**src/rtl/pwm_bank_pkg.sv**
```systemverilog
// Shared definitions for the high-resolution PWM bank: register map and
// the per-channel compare write-select type.
package pwm_bank_pkg;

  // Register map: period at 0, then one lo/hi compare pair per channel.
  localparam logic [4:0] ADDR_PRD       = 5'd0;
  localparam int         ADDR_CH_BASE   = 1;
  localparam int         ADDR_CH_STRIDE = 2;

  // Write selects for one channel's compare pair.
  typedef struct packed {
    logic wr_lo;
    logic wr_hi;
  } chan_cmp_wr_t;

  // True when addr selects the lo (hi=0) or hi (hi=1) compare of channel ch.
  // Compared at 32 bits so the top channels never alias onto low addresses.
  function automatic logic is_cmp_addr(input logic [4:0] addr, input int ch, input logic hi);
    int target;
    target = ADDR_CH_BASE + ADDR_CH_STRIDE * ch + (hi ? 1 : 0);
    return ({27'd0, addr} == target);
  endfunction

endpackage

```
**src/rtl/pwm_hr_chan.sv**
```systemverilog
// One PWM channel: shadow/active compare pair and a registered vector of
// sub-clock output slots evaluated against the shared coarse timebase.
module pwm_hr_chan
  import pwm_bank_pkg::*;
#(
  parameter int WIDTH  = 18,
  parameter int HRBITS = 3
) (
  input  logic                     clk,
  input  logic                     rst,
  input  logic                     run_i,
  input  logic                     load_i,
  input  chan_cmp_wr_t             wr_i,
  input  logic [WIDTH-1:0]         wr_data_i,
  input  logic [WIDTH-HRBITS-1:0]  tb_i,
  output logic [2**HRBITS-1:0]     slots_o
);

  localparam int SLOTS = 2**HRBITS;

  logic [WIDTH-1:0] lo_sh_q, hi_sh_q;
  logic [WIDTH-1:0] lo_act_q, hi_act_q;
  logic [SLOTS-1:0] slots_q, slots_d;
  logic [WIDTH-1:0] c_s;

  // Shadow compares take bus writes immediately.
  always_ff @(posedge clk or posedge rst) begin
    if (rst) begin
      lo_sh_q <= '0;
      hi_sh_q <= '0;
    end else begin
      if (wr_i.wr_lo) lo_sh_q <= wr_data_i;
      if (wr_i.wr_hi) hi_sh_q <= wr_data_i;
    end
  end

  // Active compares follow the shadows only at load events (pre-write value).
  always_ff @(posedge clk or posedge rst) begin
    if (rst) begin
      lo_act_q <= '0;
      hi_act_q <= '0;
    end else if (load_i) begin
      lo_act_q <= lo_sh_q;
      hi_act_q <= hi_sh_q;
    end
  end

  // Evaluate every sub-clock slot's fine count against the active window.
  always_comb begin
    slots_d = '0;
    c_s     = '0;
    for (int k = 0; k < SLOTS; k++) begin
      c_s = {tb_i, k[HRBITS-1:0]};
      if (!run_i) begin
        slots_d[k] = 1'b0;
      end else if (lo_act_q < hi_act_q) begin
        slots_d[k] = (c_s >= lo_act_q) && (c_s < hi_act_q);
      end else if (lo_act_q > hi_act_q) begin
        slots_d[k] = (c_s >= lo_act_q) || (c_s < hi_act_q);
      end else begin
        slots_d[k] = 1'b0;
      end
    end
  end

  // Register the slot vector so the output is glitch-free.
  always_ff @(posedge clk or posedge rst) begin
    if (rst) slots_q <= '0;
    else     slots_q <= slots_d;
  end

  assign slots_o = slots_q;

endmodule

```
**src/rtl/pwm_bank.sv**
```systemverilog
// Bank of high-resolution PWM channels sharing one down-counting coarse
// timebase, a period register with shadow/active pair and a sync pulse.
module pwm_bank
  import pwm_bank_pkg::*;
#(
  parameter int WIDTH  = 18,
  parameter int HRBITS = 3,
  parameter int NCH    = 4
) (
  input  logic                       clk,
  input  logic                       rst,
  input  logic                       en,
  input  logic                       wr_en,
  input  logic [4:0]                 wr_addr,
  input  logic [WIDTH-1:0]           wr_data,
  output logic                       period_sync,
  output logic [NCH*(2**HRBITS)-1:0] pwm_d
);

  localparam int TBW   = WIDTH - HRBITS;
  localparam int SLOTS = 2**HRBITS;

  logic [TBW-1:0] tb_q, tb_d;
  logic [TBW-1:0] prd_sh_q, prd_act_q, prd_act_d;
  logic           sync_q, sync_d;
  logic           load_s;
  logic           prd_wr_s;
  chan_cmp_wr_t   ch_wr_s [NCH];

  // A disabled bank loads every cycle, so the first enabled cycle also loads.
  assign load_s   = !en || (tb_q == '0);
  assign prd_wr_s = wr_en && (wr_addr == ADDR_PRD);

  // Timebase next state; reload takes the period that becomes active now.
  always_comb begin
    prd_act_d = prd_act_q;
    tb_d      = tb_q;
    sync_d    = 1'b0;
    if (load_s) prd_act_d = prd_sh_q;
    else        prd_act_d = prd_act_q;
    if (!en) begin
      tb_d   = '0;
      sync_d = 1'b0;
    end else if (tb_q == '0) begin
      tb_d   = prd_act_d;
      sync_d = 1'b1;
    end else begin
      tb_d   = tb_q - TBW'(1);
      sync_d = 1'b0;
    end
  end

  // Timebase, period registers and sync pulse.
  always_ff @(posedge clk or posedge rst) begin
    if (rst) begin
      tb_q      <= '0;
      prd_sh_q  <= '1;
      prd_act_q <= '1;
      sync_q    <= 1'b0;
    end else begin
      tb_q      <= tb_d;
      prd_act_q <= prd_act_d;
      sync_q    <= sync_d;
      if (prd_wr_s) prd_sh_q <= wr_data[TBW-1:0];
    end
  end

  // Decode compare writes to per-channel selects; unmapped addresses hit nothing.
  always_comb begin
    for (int i = 0; i < NCH; i++) begin
      ch_wr_s[i] = '0;
      if (wr_en) begin
        ch_wr_s[i].wr_lo = is_cmp_addr(wr_addr, i, 1'b0);
        ch_wr_s[i].wr_hi = is_cmp_addr(wr_addr, i, 1'b1);
      end else begin
        ch_wr_s[i] = '0;
      end
    end
  end

  for (genvar i = 0; i < NCH; i++) begin : g_chan
    pwm_hr_chan #(
      .WIDTH  (WIDTH),
      .HRBITS (HRBITS)
    ) u_chan (
      .clk       (clk),
      .rst       (rst),
      .run_i     (en),
      .load_i    (load_s),
      .wr_i      (ch_wr_s[i]),
      .wr_data_i (wr_data),
      .tb_i      (tb_q),
      .slots_o   (pwm_d[i*SLOTS +: SLOTS])
    );
  end

  assign period_sync = sync_q;

endmodule

```
**config.mk**
```make
export PLATFORM = sky130hd
export DESIGN_NAME = pwm_bank
export DESIGN_NICKNAME = d
export VERILOG_FILES = /design/src/rtl/pwm_bank_pkg.sv /design/src/rtl/pwm_hr_chan.sv /design/src/rtl/pwm_bank.sv
export SDC_FILE = /design/constraint.sdc
export NUM_CORES = 1
export LEC_CHECK = 0
export CORE_ASPECT_RATIO = 1.2
export CORE_UTILIZATION = 35
export DETAILED_ROUTE_END_ITERATION = 12
export HOLD_SLACK_MARGIN = 0.1
export SLEW_MARGIN = 5
export SYNTH_ARGS = -nofsm -noshare
export SYNTH_HDL_FRONTEND = slang
export SYNTH_SLANG_ARGS = --single-unit
```
**constraint.sdc**
```tcl
create_clock -name clk -period 13.7 [get_ports clk]
set_input_delay 2.74 -clock clk [delete_from_list [all_inputs] [get_ports clk]]
set_output_delay 2.74 -clock clk [all_outputs]
set_load 0.02 [all_outputs]
```
==> impl_results.md <==
* Vias per inst at 5.265
* GRT Total Usage at 0.1818
* Postcts setup bufs at 0
* Die outline area at 54,970 um2
* PwrDens at 225.1 nW/um2
* Grt met2 use at 0.3166
* GR met1 Demand/Resource at 0.2300
* Nets at 2,094
* Area contributors post-synth: dfrtp_1 (44%), ha_1 (13%), mux2_2 (9.9%)
* CTS buffer count at 39
* Synth Net Count at 2,039
* WL per Instance at 18.73 um
* Mean post-synth cell area at 10.44 um2
* Root Driver: clkbuf_16
* Most used flip-flop cell after synthesis: dfrtp_1
* Final wirelength at 48.76 mm
* Die width at 214.2 um
* Post-DP HPWL at 32.76 mm
* Crit path DAT at 5.45 ns
* Skew-Pair Late Insertion Delay at 0.57 ns
* Crit path largest cell delay at 0.93 ns
* Vias in the first global route at 14.01k
* Synth cell types at 69
* Core box area at 52,950 um2
* Met3 usage at 0.01981
* Largest net degree at the start of global routing at 184
* Yosys top cell by area: dfrtp_1
* CP dominant cell by count: buf_4
* Fin crit period at 5.004 ns
* I/O pins at 60
* Slew Limit Fails at 0
* Drt initial violations at 727
* DRT Pass-1 Iters at 5
* Relative slew slack at 0.1646
* Status: completed
* First-pass GRT wire length at 78.07 mm
* Critical path required time at 14.15 ns
* Number of synthesized flops with an enable pin at 0
* FFs w/ async S/R, synth at 1.000
* RSZ-0062 raised after global routing: false
* Vias at 13.71k
* Antenna viol nets, final at 0
* Grt peak-use layer: met2
* Seq/Total Area, Yosys at 0.4654
* Clock Sink Count at 351
* Ratio of cells with drive above 1 in the final layout at 0.1434
* Fmax at 199.9 MHz
* CP cell instances: clkdlybuf4s50_1 -> buf_4 -> nand2_8 -> buf_4 -> mux2_2
* Slowest-stage cell, CP: buf_4
* Skew final at 0.02341 ns
* Initial antenna violation count at 1
* Synth warnings at 0
* Startpoint Class: input pin
* Lkg Pwr at 0.009929 uW
* H-Tree Depth at 2
* Worst Max-Slew Pin Slew at 1.240 ns
* Critical path endpoint category: register
* Area grow syn2layout at 13.14%
* Kind of critical path: in -> reg
* Clk slew on worst S/H paths at 0.06 ns
* Mapped Cells at 1,811
* Initial Utilization at 0.3572
* Yosys reg bits at 351
* Final count of hold timing violations at 0
* Post-Syn Area at 18,910 um2
* Row count at 92
* Remaining DRCs at 0
* # fillers at 5,163
* Post-layout util at 0.4041
* I/O Buffers at 59
* Final setup fails at 0
* Critical Path Fanout Max at 169
* Worst Hold Class: reg -> reg
* Synth top area share at 0.4446
* Remaining global-route overflow at 0
* CTS tree: built
* Final critical-path share of the clock period at 0.3652
* Vert. Die Dim at 256.6 um
* Total Neg Setup Slack at 0 ns
* Cts hold-fix bufs at 0
* Clk buf depth at 3
* Max-capacitance violation count at 0
* Routability-driven placement congestion ratio at 0.8599
* Max VDD drop at 0.00009881 V
* Post_cts resized at 0
registers in the layout, indices dropped and copies added, names as in the netlist:
signal and flops:
g_chan.u_chan.hi_act_q 72, g_chan.u_chan.hi_sh_q 72, g_chan.u_chan.lo_act_q 72, g_chan.u_chan.lo_sh_q 72
g_chan.u_chan.slots_o 32, prd_sh_q 15, tb_q 15, period_sync 1
logic make-up (layout without fill, tap and decap cells):
group / count (synthesis) / count (layout) / synth area share
simple gates: 420 / 420 / 0.1054
buf+inv: 207 / 293 / 0.05054
fa+ha+maj: 201 / 201 / 0.1330
xor+xnor: 10 / 10 / 0.004631
other cells: 0 / 1 / 0
compound gates: 453 / 453 / 0.1401
mux: 169 / 169 / 0.1010
flops: 351 / 351 / 0.4654
worst max-delay path: cells and delay by family:
kind                   cells  cell delay (ns)
buffers and inverters      3             1.58
multiplexers               1             0.42
AND/OR/NAND/NOR            1             0.64
power by group:
group	leakage [uW]	total (uW)	switching (uW)	internal, uW
logic	0.00481	2160	1270	887
registers	0.00449	1580	235	1340
clock network	0.000629	1080	439	641
stage by stage:
stage | setup WS (ns) | cell area (um2) | power [uW] | instances | hold WS [ns]
2_1_floorplan | 1.250 | 18910 | 3107 | 1811 | 0.4430
3_3_place_gp | 8.088 | 20100 | 3649 | 2530 | 0.4546
3_5_place_dp | 8.064 | 20100 | 3739 | 2530 | 0.4622
4_1_cts | 8.645 | 21400 | 4847 | 2602 | 0.4728
5_1_grt | 8.458 | 21400 | 5202 | 2602 | 0.4899
6_report | 8.696 | 21400 | 4816 | 2603 | 0.4740
area by class of cell:
| class | count | area [um2] | share of cell area |
|---|---|---|---|
| timing repair buffer | 69 | 678.2 | 0.03169 |
| multi-input combinational | 1253 | 9155 | 0.4278 |
| sequential | 351 | 8802 | 0.4114 |
| clock inverter | 18 | 237.7 | 0.01111 |
| clock buffer | 54 | 1062 | 0.04964 |
| tap | 705 | 882.1 | 0.04122 |
| antenna | 1 | 2.502 | 0.0001169 |
| inverter | 152 | 578.1 | 0.02701 |
routing by layer:
metal  vias to the layer above  routed length, um
li1                       6546                  -
met1                      6831              21390
met2                       248              23980
met3                        81               1795
met4                         0               1593
met5                         -                  0
cells in the mapped netlist, drive strengths merged, types with 17 or more instances:
master and number:
a21o 30, inv 151, dfrtp 336, mux2 169, nand4 31, clkbuf 19, buf 36, nor2 47
nand3 30, o21ai 212, ha 201, a21oi 111, nor2b 17, nand2 219, nor3 17
placed cells by master (no fill, tap or decap), types with 12 or more instances in the layout:
cell | synthesis | routed
dfrtp_1 | 336 | 336
nand2_1 | 218 | 218
ha_1 | 201 | 201
o21ai_0 | 175 | 175
mux2_2 | 167 | 167
inv_1 | 151 | 150
a21oi_1 | 111 | 111
clkdlybuf4s50_1 | 0 | 59
nor2_1 | 46 | 46
clkbuf_16 | 0 | 39
o21ai_1 | 37 | 37
nand4_1 | 31 | 31
nand3_1 | 30 | 30
a21o_1 | 30 | 30
nor2b_1 | 17 | 17
nor3_1 | 17 | 17
dfstp_2 | 15 | 15
a211oi_1 | 14 | 14
and4_1 | 14 | 14
clkbuf_1 | 19 | 12
path summary, 6_finish.rpt:
kind,from,end,slack (ns),depth (start not counted)
setup / recovery,en,g_chan[3].u_chan.lo_act_q[2]$_DFFE_PP0N_,8.70,5
hold / removal,g_chan[2].u_chan.hi_sh_q[15]$_DFFE_PP0P_,g_chan[2].u_chan.hi_act_q[15]$_DFFE_PP0N_,0.47,2
setup reg to reg,tb_q[0]$_DFF_PP0_,g_chan[3].u_chan.lo_act_q[2]$_DFFE_PP0N_,9.25,9
hold reg to reg,g_chan[2].u_chan.hi_sh_q[15]$_DFFE_PP0P_,g_chan[2].u_chan.hi_act_q[15]$_DFFE_PP0N_,0.47,2
max in group asynchronous,rst,g_chan[1].u_chan.hi_act_q[4]$_DFFE_PP0N_,9.44,3
min in group asynchronous,rst,g_chan[2].u_chan.hi_sh_q[0]$_DFFE_PP0P_,2.73,2
No activity file was read; power rests on OpenSTA's default activity.
